$ cat config.mk
export PLATFORM = sky130hd
export DESIGN_NAME = punc_mem_arbiter_flat
export DESIGN_NICKNAME = d
export VERILOG_FILES = /design/src/rtl/punc_mem_arbiter_if.sv /design/src/rtl/punc_mem_arbiter.sv /design/src/flat_wrapper.sv
export SDC_FILE = /design/constraint.sdc
export NUM_CORES = 1
export LEC_CHECK = 0
export BUFFER_PORTS_ARGS = -buffer_cell sky130_fd_sc_hd__buf_2
export CAP_MARGIN = 20
export CORE_ASPECT_RATIO = 1.75
export CORE_MARGIN = 10
export CORE_UTILIZATION = 40
export CTS_CLUSTER_DIAMETER = 100
export DETAILED_ROUTE_END_ITERATION = 10
export GPL_TIMING_DRIVEN = 0
export PLACE_DENSITY_LB_ADDON = 0.3
export SYNTH_ARGS = -nofsm -noshare
export SYNTH_HDL_FRONTEND = slang
export SYNTH_SLANG_ARGS = --single-unit
$ cat constraint.sdc
create_clock -name clk -period 3.5 [get_ports clk]
set_input_delay 0.35 -clock clk [delete_from_list [all_inputs] [get_ports clk]]
set_output_delay 0.35 -clock clk [all_outputs]
set_load 0.02 [all_outputs]
$ cat src/rtl/punc_mem_arbiter_if.sv
// Bus bundle between the three PUnC memory requesters, the shared
// single-port memory and punc_mem_arbiter. Requester index:
// 0 = fetch, 1 = data, 2 = debug. The master side is the requester and
// memory environment; the slave side is the arbiter.
interface punc_mem_arbiter_if;
    logic [2:0]  req;
    logic [2:0]  we;
    logic [15:0] addr0;
    logic [15:0] addr1;
    logic [15:0] addr2;
    logic [15:0] wdata0;
    logic [15:0] wdata1;
    logic [15:0] wdata2;
    logic [2:0]  gnt;
    logic [2:0]  done;
    logic [15:0] rdata;
    logic [15:0] mem_addr;
    logic [15:0] mem_wdata;
    logic        mem_we;
    logic [15:0] mem_rdata;
    logic        busy;
    logic [1:0]  owner;

    modport slave (
        input  req, we, addr0, addr1, addr2, wdata0, wdata1, wdata2, mem_rdata,
        output gnt, done, rdata, mem_addr, mem_wdata, mem_we, busy, owner
    );

    modport master (
        output req, we, addr0, addr1, addr2, wdata0, wdata1, wdata2, mem_rdata,
        input  gnt, done, rdata, mem_addr, mem_wdata, mem_we, busy, owner
    );
endinterface

$ cat src/rtl/punc_mem_arbiter.sv
// punc_mem_arbiter: serialises fetch / data / debug accesses onto the
// single-port PUnC memory. One transaction at a time: latch in IDLE,
// drive the memory in ISSUE, wait out MEM_LAT read cycles in WAIT,
// pulse done in DONE.
//
// Optional feature: define PUNC_ARB_RR_EN for round-robin arbitration
// (search starts after the last winner). Without it the priority is
// fixed at data > fetch > debug and no pointer register is built.
//
// state  | meaning
// -------+-------------------------------------------------------------
// IDLE   | no transaction; winner and its fields latched when req != 0
// ISSUE  | memory address/data/we driven, gnt[owner] high
// WAIT   | read in progress, counting down the memory latency
// DONE   | done[owner] high for one cycle, rdata valid
module punc_mem_arbiter #(
    parameter int MEM_LAT = 0
) (
    input  logic                clk,
    input  logic                rst,
    punc_mem_arbiter_if.slave   bus
);

    typedef enum logic [1:0] {
        S_IDLE  = 2'd0,
        S_ISSUE = 2'd1,
        S_WAIT  = 2'd2,
        S_DONE  = 2'd3
    } state_t;

    localparam logic [1:0] LP_LAT = 2'(MEM_LAT);

    state_t      r_state;
    state_t      w_next;

    logic [1:0]  r_owner;
    logic        r_we;
    logic [15:0] r_mem_addr;
    logic [15:0] r_mem_wdata;
    logic [15:0] r_rdata;
    logic [1:0]  r_cnt;

    logic        w_req_any;
    logic [1:0]  w_win_idx;
    logic        w_sel_we;
    logic [15:0] w_sel_addr;
    logic [15:0] w_sel_wdata;
    logic        w_capture;

    logic [2:0]  w_owner_oh;
    logic [2:0]  w_gnt;
    logic [2:0]  w_done;
    logic        w_mem_we;
    logic        w_busy;

    assign w_req_any = |bus.req;

`ifdef PUNC_ARB_RR_EN
    logic [1:0] r_ptr;

    // Round-robin pointer remembers the owner of the last issued transaction.
    always_ff @(posedge clk) begin
        if (rst) begin
            r_ptr <= 2'd0;
        end else if (r_state == S_ISSUE) begin
            r_ptr <= r_owner;
        end
    end

    // Winner search starts one past the last winner and wraps 2 -> 0.
    always_comb begin
        w_win_idx = 2'd0;
        case (r_ptr)
            2'd1: begin
                if (bus.req[2])      w_win_idx = 2'd2;
                else if (bus.req[0]) w_win_idx = 2'd0;
                else                 w_win_idx = 2'd1;
            end
            2'd2: begin
                if (bus.req[0])      w_win_idx = 2'd0;
                else if (bus.req[1]) w_win_idx = 2'd1;
                else                 w_win_idx = 2'd2;
            end
            default: begin
                if (bus.req[1])      w_win_idx = 2'd1;
                else if (bus.req[2]) w_win_idx = 2'd2;
                else                 w_win_idx = 2'd0;
            end
        endcase
    end
`else
    // Fixed priority: data (1) > fetch (0) > debug (2).
    always_comb begin
        w_win_idx = 2'd0;
        if (bus.req[1])      w_win_idx = 2'd1;
        else if (bus.req[0]) w_win_idx = 2'd0;
        else                 w_win_idx = 2'd2;
    end
`endif

    // Select the winning requester's write flag, address and write data.
    always_comb begin
        w_sel_we    = 1'b0;
        w_sel_addr  = 16'h0000;
        w_sel_wdata = 16'h0000;
        case (w_win_idx)
            2'd0: begin
                w_sel_we    = bus.we[0];
                w_sel_addr  = bus.addr0;
                w_sel_wdata = bus.wdata0;
            end
            2'd1: begin
                w_sel_we    = bus.we[1];
                w_sel_addr  = bus.addr1;
                w_sel_wdata = bus.wdata1;
            end
            default: begin
                w_sel_we    = bus.we[2];
                w_sel_addr  = bus.addr2;
                w_sel_wdata = bus.wdata2;
            end
        endcase
    end

    // State register.
    always_ff @(posedge clk) begin
        if (rst) begin
            r_state <= S_IDLE;
        end else begin
            r_state <= w_next;
        end
    end

    // Next-state logic; writes and zero-latency reads skip WAIT.
    always_comb begin
        w_next = r_state;
        case (r_state)
            S_IDLE: begin
                if (w_req_any) w_next = S_ISSUE;
            end
            S_ISSUE: begin
                if (r_we || (LP_LAT == 2'd0)) w_next = S_DONE;
                else                          w_next = S_WAIT;
            end
            S_WAIT: begin
                if (r_cnt <= 2'd1) w_next = S_DONE;
            end
            default: begin
                w_next = S_IDLE;
            end
        endcase
    end

    // Read data is sampled on the last cycle the memory needs to produce it.
    assign w_capture = ((r_state == S_ISSUE) && !r_we && (LP_LAT == 2'd0)) ||
                       ((r_state == S_WAIT) && (r_cnt <= 2'd1));

    // Transaction fields, latency counter and read-data capture.
    always_ff @(posedge clk) begin
        if (rst) begin
            r_owner     <= 2'd0;
            r_we        <= 1'b0;
            r_mem_addr  <= 16'h0000;
            r_mem_wdata <= 16'h0000;
            r_rdata     <= 16'h0000;
            r_cnt       <= 2'd0;
        end else begin
            if ((r_state == S_IDLE) && w_req_any) begin
                r_owner     <= w_win_idx;
                r_we        <= w_sel_we;
                r_mem_addr  <= w_sel_addr;
                r_mem_wdata <= w_sel_wdata;
            end
            if ((r_state == S_ISSUE) && !r_we) begin
                r_cnt <= LP_LAT;
            end else if ((r_state == S_WAIT) && (r_cnt != 2'd0)) begin
                r_cnt <= r_cnt - 2'd1;
            end
            if (w_capture) begin
                r_rdata <= bus.mem_rdata;
            end
        end
    end

    // Outputs decoded from the registered state so they are glitch-free.
    always_comb begin
        w_owner_oh = 3'b000;
        case (r_owner)
            2'd0:    w_owner_oh = 3'b001;
            2'd1:    w_owner_oh = 3'b010;
            default: w_owner_oh = 3'b100;
        endcase
        w_gnt    = 3'b000;
        w_done   = 3'b000;
        w_mem_we = 1'b0;
        w_busy   = (r_state != S_IDLE);
        case (r_state)
            S_ISSUE: begin
                w_gnt    = w_owner_oh;
                w_mem_we = r_we;
            end
            S_DONE: begin
                w_done = w_owner_oh;
            end
            default: begin
                w_gnt = 3'b000;
            end
        endcase
    end

    assign bus.gnt       = w_gnt;
    assign bus.done      = w_done;
    assign bus.mem_we    = w_mem_we;
    assign bus.busy      = w_busy;
    assign bus.owner     = r_owner;
    assign bus.rdata     = r_rdata;
    assign bus.mem_addr  = r_mem_addr;
    assign bus.mem_wdata = r_mem_wdata;

endmodule

$ cat src/flat_wrapper.sv
// flat-port wrapper written by rule: the top's interface ports become plain ports
module punc_mem_arbiter_flat 
#(
    parameter int MEM_LAT = 0
)
  (clk, rst, bus_req, bus_we, bus_addr0, bus_addr1, bus_addr2, bus_wdata0, bus_wdata1, bus_wdata2, bus_mem_rdata, bus_gnt, bus_done, bus_rdata, bus_mem_addr, bus_mem_wdata, bus_mem_we, bus_busy, bus_owner);
  punc_mem_arbiter_if bus_i ();
  input  logic clk;
  input  logic rst;
  input wire logic [$bits(bus_i.req)-1:0] bus_req;
  input wire logic [$bits(bus_i.we)-1:0] bus_we;
  input wire logic [$bits(bus_i.addr0)-1:0] bus_addr0;
  input wire logic [$bits(bus_i.addr1)-1:0] bus_addr1;
  input wire logic [$bits(bus_i.addr2)-1:0] bus_addr2;
  input wire logic [$bits(bus_i.wdata0)-1:0] bus_wdata0;
  input wire logic [$bits(bus_i.wdata1)-1:0] bus_wdata1;
  input wire logic [$bits(bus_i.wdata2)-1:0] bus_wdata2;
  input wire logic [$bits(bus_i.mem_rdata)-1:0] bus_mem_rdata;
  output wire logic [$bits(bus_i.gnt)-1:0] bus_gnt;
  output wire logic [$bits(bus_i.done)-1:0] bus_done;
  output wire logic [$bits(bus_i.rdata)-1:0] bus_rdata;
  output wire logic [$bits(bus_i.mem_addr)-1:0] bus_mem_addr;
  output wire logic [$bits(bus_i.mem_wdata)-1:0] bus_mem_wdata;
  output wire logic [$bits(bus_i.mem_we)-1:0] bus_mem_we;
  output wire logic [$bits(bus_i.busy)-1:0] bus_busy;
  output wire logic [$bits(bus_i.owner)-1:0] bus_owner;
  assign bus_i.req = bus_req;
  assign bus_i.we = bus_we;
  assign bus_i.addr0 = bus_addr0;
  assign bus_i.addr1 = bus_addr1;
  assign bus_i.addr2 = bus_addr2;
  assign bus_i.wdata0 = bus_wdata0;
  assign bus_i.wdata1 = bus_wdata1;
  assign bus_i.wdata2 = bus_wdata2;
  assign bus_i.mem_rdata = bus_mem_rdata;
  assign bus_gnt = bus_i.gnt;
  assign bus_done = bus_i.done;
  assign bus_rdata = bus_i.rdata;
  assign bus_mem_addr = bus_i.mem_addr;
  assign bus_mem_wdata = bus_i.mem_wdata;
  assign bus_mem_we = bus_i.mem_we;
  assign bus_busy = bus_i.busy;
  assign bus_owner = bus_i.owner;
  punc_mem_arbiter #(.MEM_LAT(MEM_LAT)) u_core (.clk(clk), .rst(rst), .bus(bus_i));
endmodule
==> results by group <==
Power
  • Sw Pwr: 0.551 mW
  • Reg power frac: 0.423
  • Clk pwr share: 0.276
  • Sw frac: 0.316
  • P_int: 1.20 mW
  • Power Density: 438 nW/um^2
  • Combinational group share of total power: 0.301
  • Total power: 1.75 mW
  • Max IR drop VDD: 0.000311 V
  • Static leakage: 2.11 nW

Critical path
  • Worst EP required: 3.71 ns
  • Reg2Reg Launch Point: u_core.r_state[1]
  • Crit end category: flip-flop
  • CP max FO: 10
  • Worst setup startpoint: u_core.r_state[1]
  • CP Launch Type: flip-flop
  • Reg2Reg Depth: 6
  • Worst Path Arrival: 2.10 ns
  • Setup Crit Path Kind: flip-flop to flip-flop

Clock tree
  • Maximum root-to-sink buffer count: 2
  • Num Clock Sinks: 55
  • CTS root buffer: clkbuf_16
  • Skew-Pair Late Insertion Delay: 0.28 ns
  • CTS tree: done
  • Post_cts resized: 0
  • # hold bufs at CTS: 0
  • Clock slew at reported path FFs: 0.07 ns
  • H-Tree Depth: 2
  • Total CTS buffers: 5
  • # Post-CTS Setup Buffers: 0

Min path
  • Hold Path Class: primary input to flip-flop
  • Hold path depth: 3
  • Worst min-delay path startpoint: bus_mem_rdata[9]

Synth
  • Synth Cell Area: 2860 um^2
  • Number of distinct library cells after synthesis: 29
  • #FFs+latches synth: 55
  • YS warnings: 0
  • Seq/Total Area, Yosys: 0.385
  • Syn Area/Cell: 9.48 um^2
  • Mapped Cells: 302
  • Syn_nets: 429

Routing
  • Via density: 4.96
  • DRT antenna net count: 0
  • DRT Pass-1 Iters: 4
  • Final WL: 9360 um
  • Vias: 2829
  • DRC Markers: 0
  • Number of DRC markers in iteration 0: 118
  • WL/cell: 16.4 um

GRT
  • First-pass GRT wire length: 14900 um
  • Pin count of the biggest net entering global routing: 17
  • Tot GR Track Use: 0.159
  • Vias in the first global route: 2920
  • Initial antenna violation count: 0
  • Global route overflow: 0

STA
  • Worst rel slew slack: 0.678
  • Post-route setup slack: 1.62 ns
  • # setup viols final: 0
  • Fin crit share: 0.538
  • Achievable Freq: 531 MHz
  • Slew @ Worst Pin: 0.471 ns
  • Final Critical Period: 1.88 ns
  • Final max-slew violation count: 0
  • RSZ-0062 raised after global routing: false
  • Endpoints failing hold: 0
  • Max Clock Skew: 0.00391 ns
  • Setup TNS Final: 0 ns

Floorplan
  • Core Area: 6910 um^2
  • Top Ports: 178
  • Die Ht: 132 um
  • Cell Rows: 40
  • Initial Util: 0.414
  • Die Footprint: 11100 um^2
  • Die X-Extent: 84.0 um

Placement
  • Dpl ws: 1.61 ns
  • DPL Wire Length: 7870 um
  • Cell Area, Placed: 3850 um^2
  • RD Place Congestion: 0.789
  • Post-placement cell count: 562
  • Port-buffer cells: 176

Final layout
  • Leading cell type in the layout, fill and taps excluded: buf_2
  • Most frequent cells in the layout: buf_2 (180), dfxtp_1 (55), mux2i_1 (50), nand2b_1 (35), o21ai_0 (34)
  • Fillcell total: 655
  • Final std cells w/o fill: 570
  • Final Net Count: 612
  • Design area: 3990 um^2
  • Share of cells above drive strength 1: 0.412
  • Ant diodes: 0
  • Synthesis-to-layout area growth: 39.4%

Status
  • Status: finished, final reports clean

Run
  • Max cap viols: 0
## per-layer routing
metal  up-vias  global-route usage  part of all wire
met5         -                   0                 0
met4         0              0.0505             0.018
met3        10              0.0551             0.082
met2       127               0.280              0.50
met1      1268               0.171              0.40
li1       1424                   -                 -
## cell type report
cell class	instances	area [um^2]	share of cell area
flip-flops and latches	55	1100	0.276
well taps	84	105	0.0263
clock buffers	6	129	0.0323
plain buffers	22	144	0.0361
repair buffers	176	881	0.221
clock inverters	2	12.5	0.00314
inverters	6	22.5	0.00564
multi-input cells	219	1600	0.400
## logic make-up after synthesis
family | after synthesis | share of synthesized area
fa+ha+maj | 7 | 0.0306
mux | 51 | 0.180
xor+xnor | 1 | 0.00306
compound gates | 73 | 0.180
simple gates | 87 | 0.164
flops | 55 | 0.385
buf+inv | 28 | 0.0581
## power by group through the flow
| stage | logic [mW] | registers [mW] | clock network (mW) |
|---|---|---|---|
| 6_report | 0.526 | 0.738 | 0.482 |
| 5_1_grt | 0.577 | 0.748 | 0.516 |
| 4_1_cts | 0.536 | 0.738 | 0.500 |
| 3_5_place_dp | 0.534 | 0.752 | 0 |
| 3_3_place_gp | 0.527 | 0.749 | 0 |
| 2_1_floorplan | 0.246 | 0.833 | 0 |
## metrics by stage
step / utilization / hold WS, ns
5_1_grt: 0.578 / 0.327
2_1_floorplan: - / 0.464
3_5_place_dp: 0.557 / 0.458
4_1_cts: 0.578 / 0.307
6_report: 0.578 / 0.315
3_3_place_gp: 0.557 / 0.453
## sequential cells by signal, indices dropped and copies added (netlist names)
register              count
u_core.r_state            2
u_core.r_we               1
u_core.r_cnt              2
u_core.bus.rdata         16
u_core.bus.mem_wdata     16
u_core.bus.owner          2
u_core.bus.mem_addr      16
## cell usage after synthesis
master,n,area (um^2)
dfxtp_1,55,1100
mux2i_1,50,500
nand2b_1,35,219
o21ai_0,34,170
a22o_1,33,289
nand2_1,33,124
clkbuf_1,9,33.8
buf_6,7,78.8
ha_1,7,87.6
inv_1,6,22.5
nor2_1,6,22.5
buf_2,4,20.0
and2_1,3,18.8
and3b_1,2,17.5
nor2b_1,2,12.5
nor3_1,2,10.0
nor3b_1,2,15.0
a2111oi_0,1,8.76
a21oi_1,1,5.00
a21oi_2,1,8.76
a21oi_4,1,16.3
a22oi_1,1,7.51
buf_1,1,3.75
buf_4,1,7.51
mux2_4,1,15.0
nor3b_4,1,18.8
o22a_1,1,8.76
or3_4,1,11.3
xnor2_1,1,8.76
## worst paths after layout
| check | slack [ns] | end |
|---|---|---|
| worst min register to register | 0.47 | u_core.bus.rdata[5] |
| worst max register to register | 1.62 | u_core.bus.rdata[11] |
| worst min-delay path | 0.31 | u_core.bus.rdata[9] |
| worst max-delay path | 1.62 | u_core.bus.rdata[11] |
## worst max-delay path: stages (launching register included)
cell	delay [ns]
dfxtp_1	0.40
inv_1	0.09
ha_1	0.24
nor2b_1	0.19
a21oi_2	0.39
buf_4	0.30
mux2i_1	0.20
(Power assumes the default switching activity.)
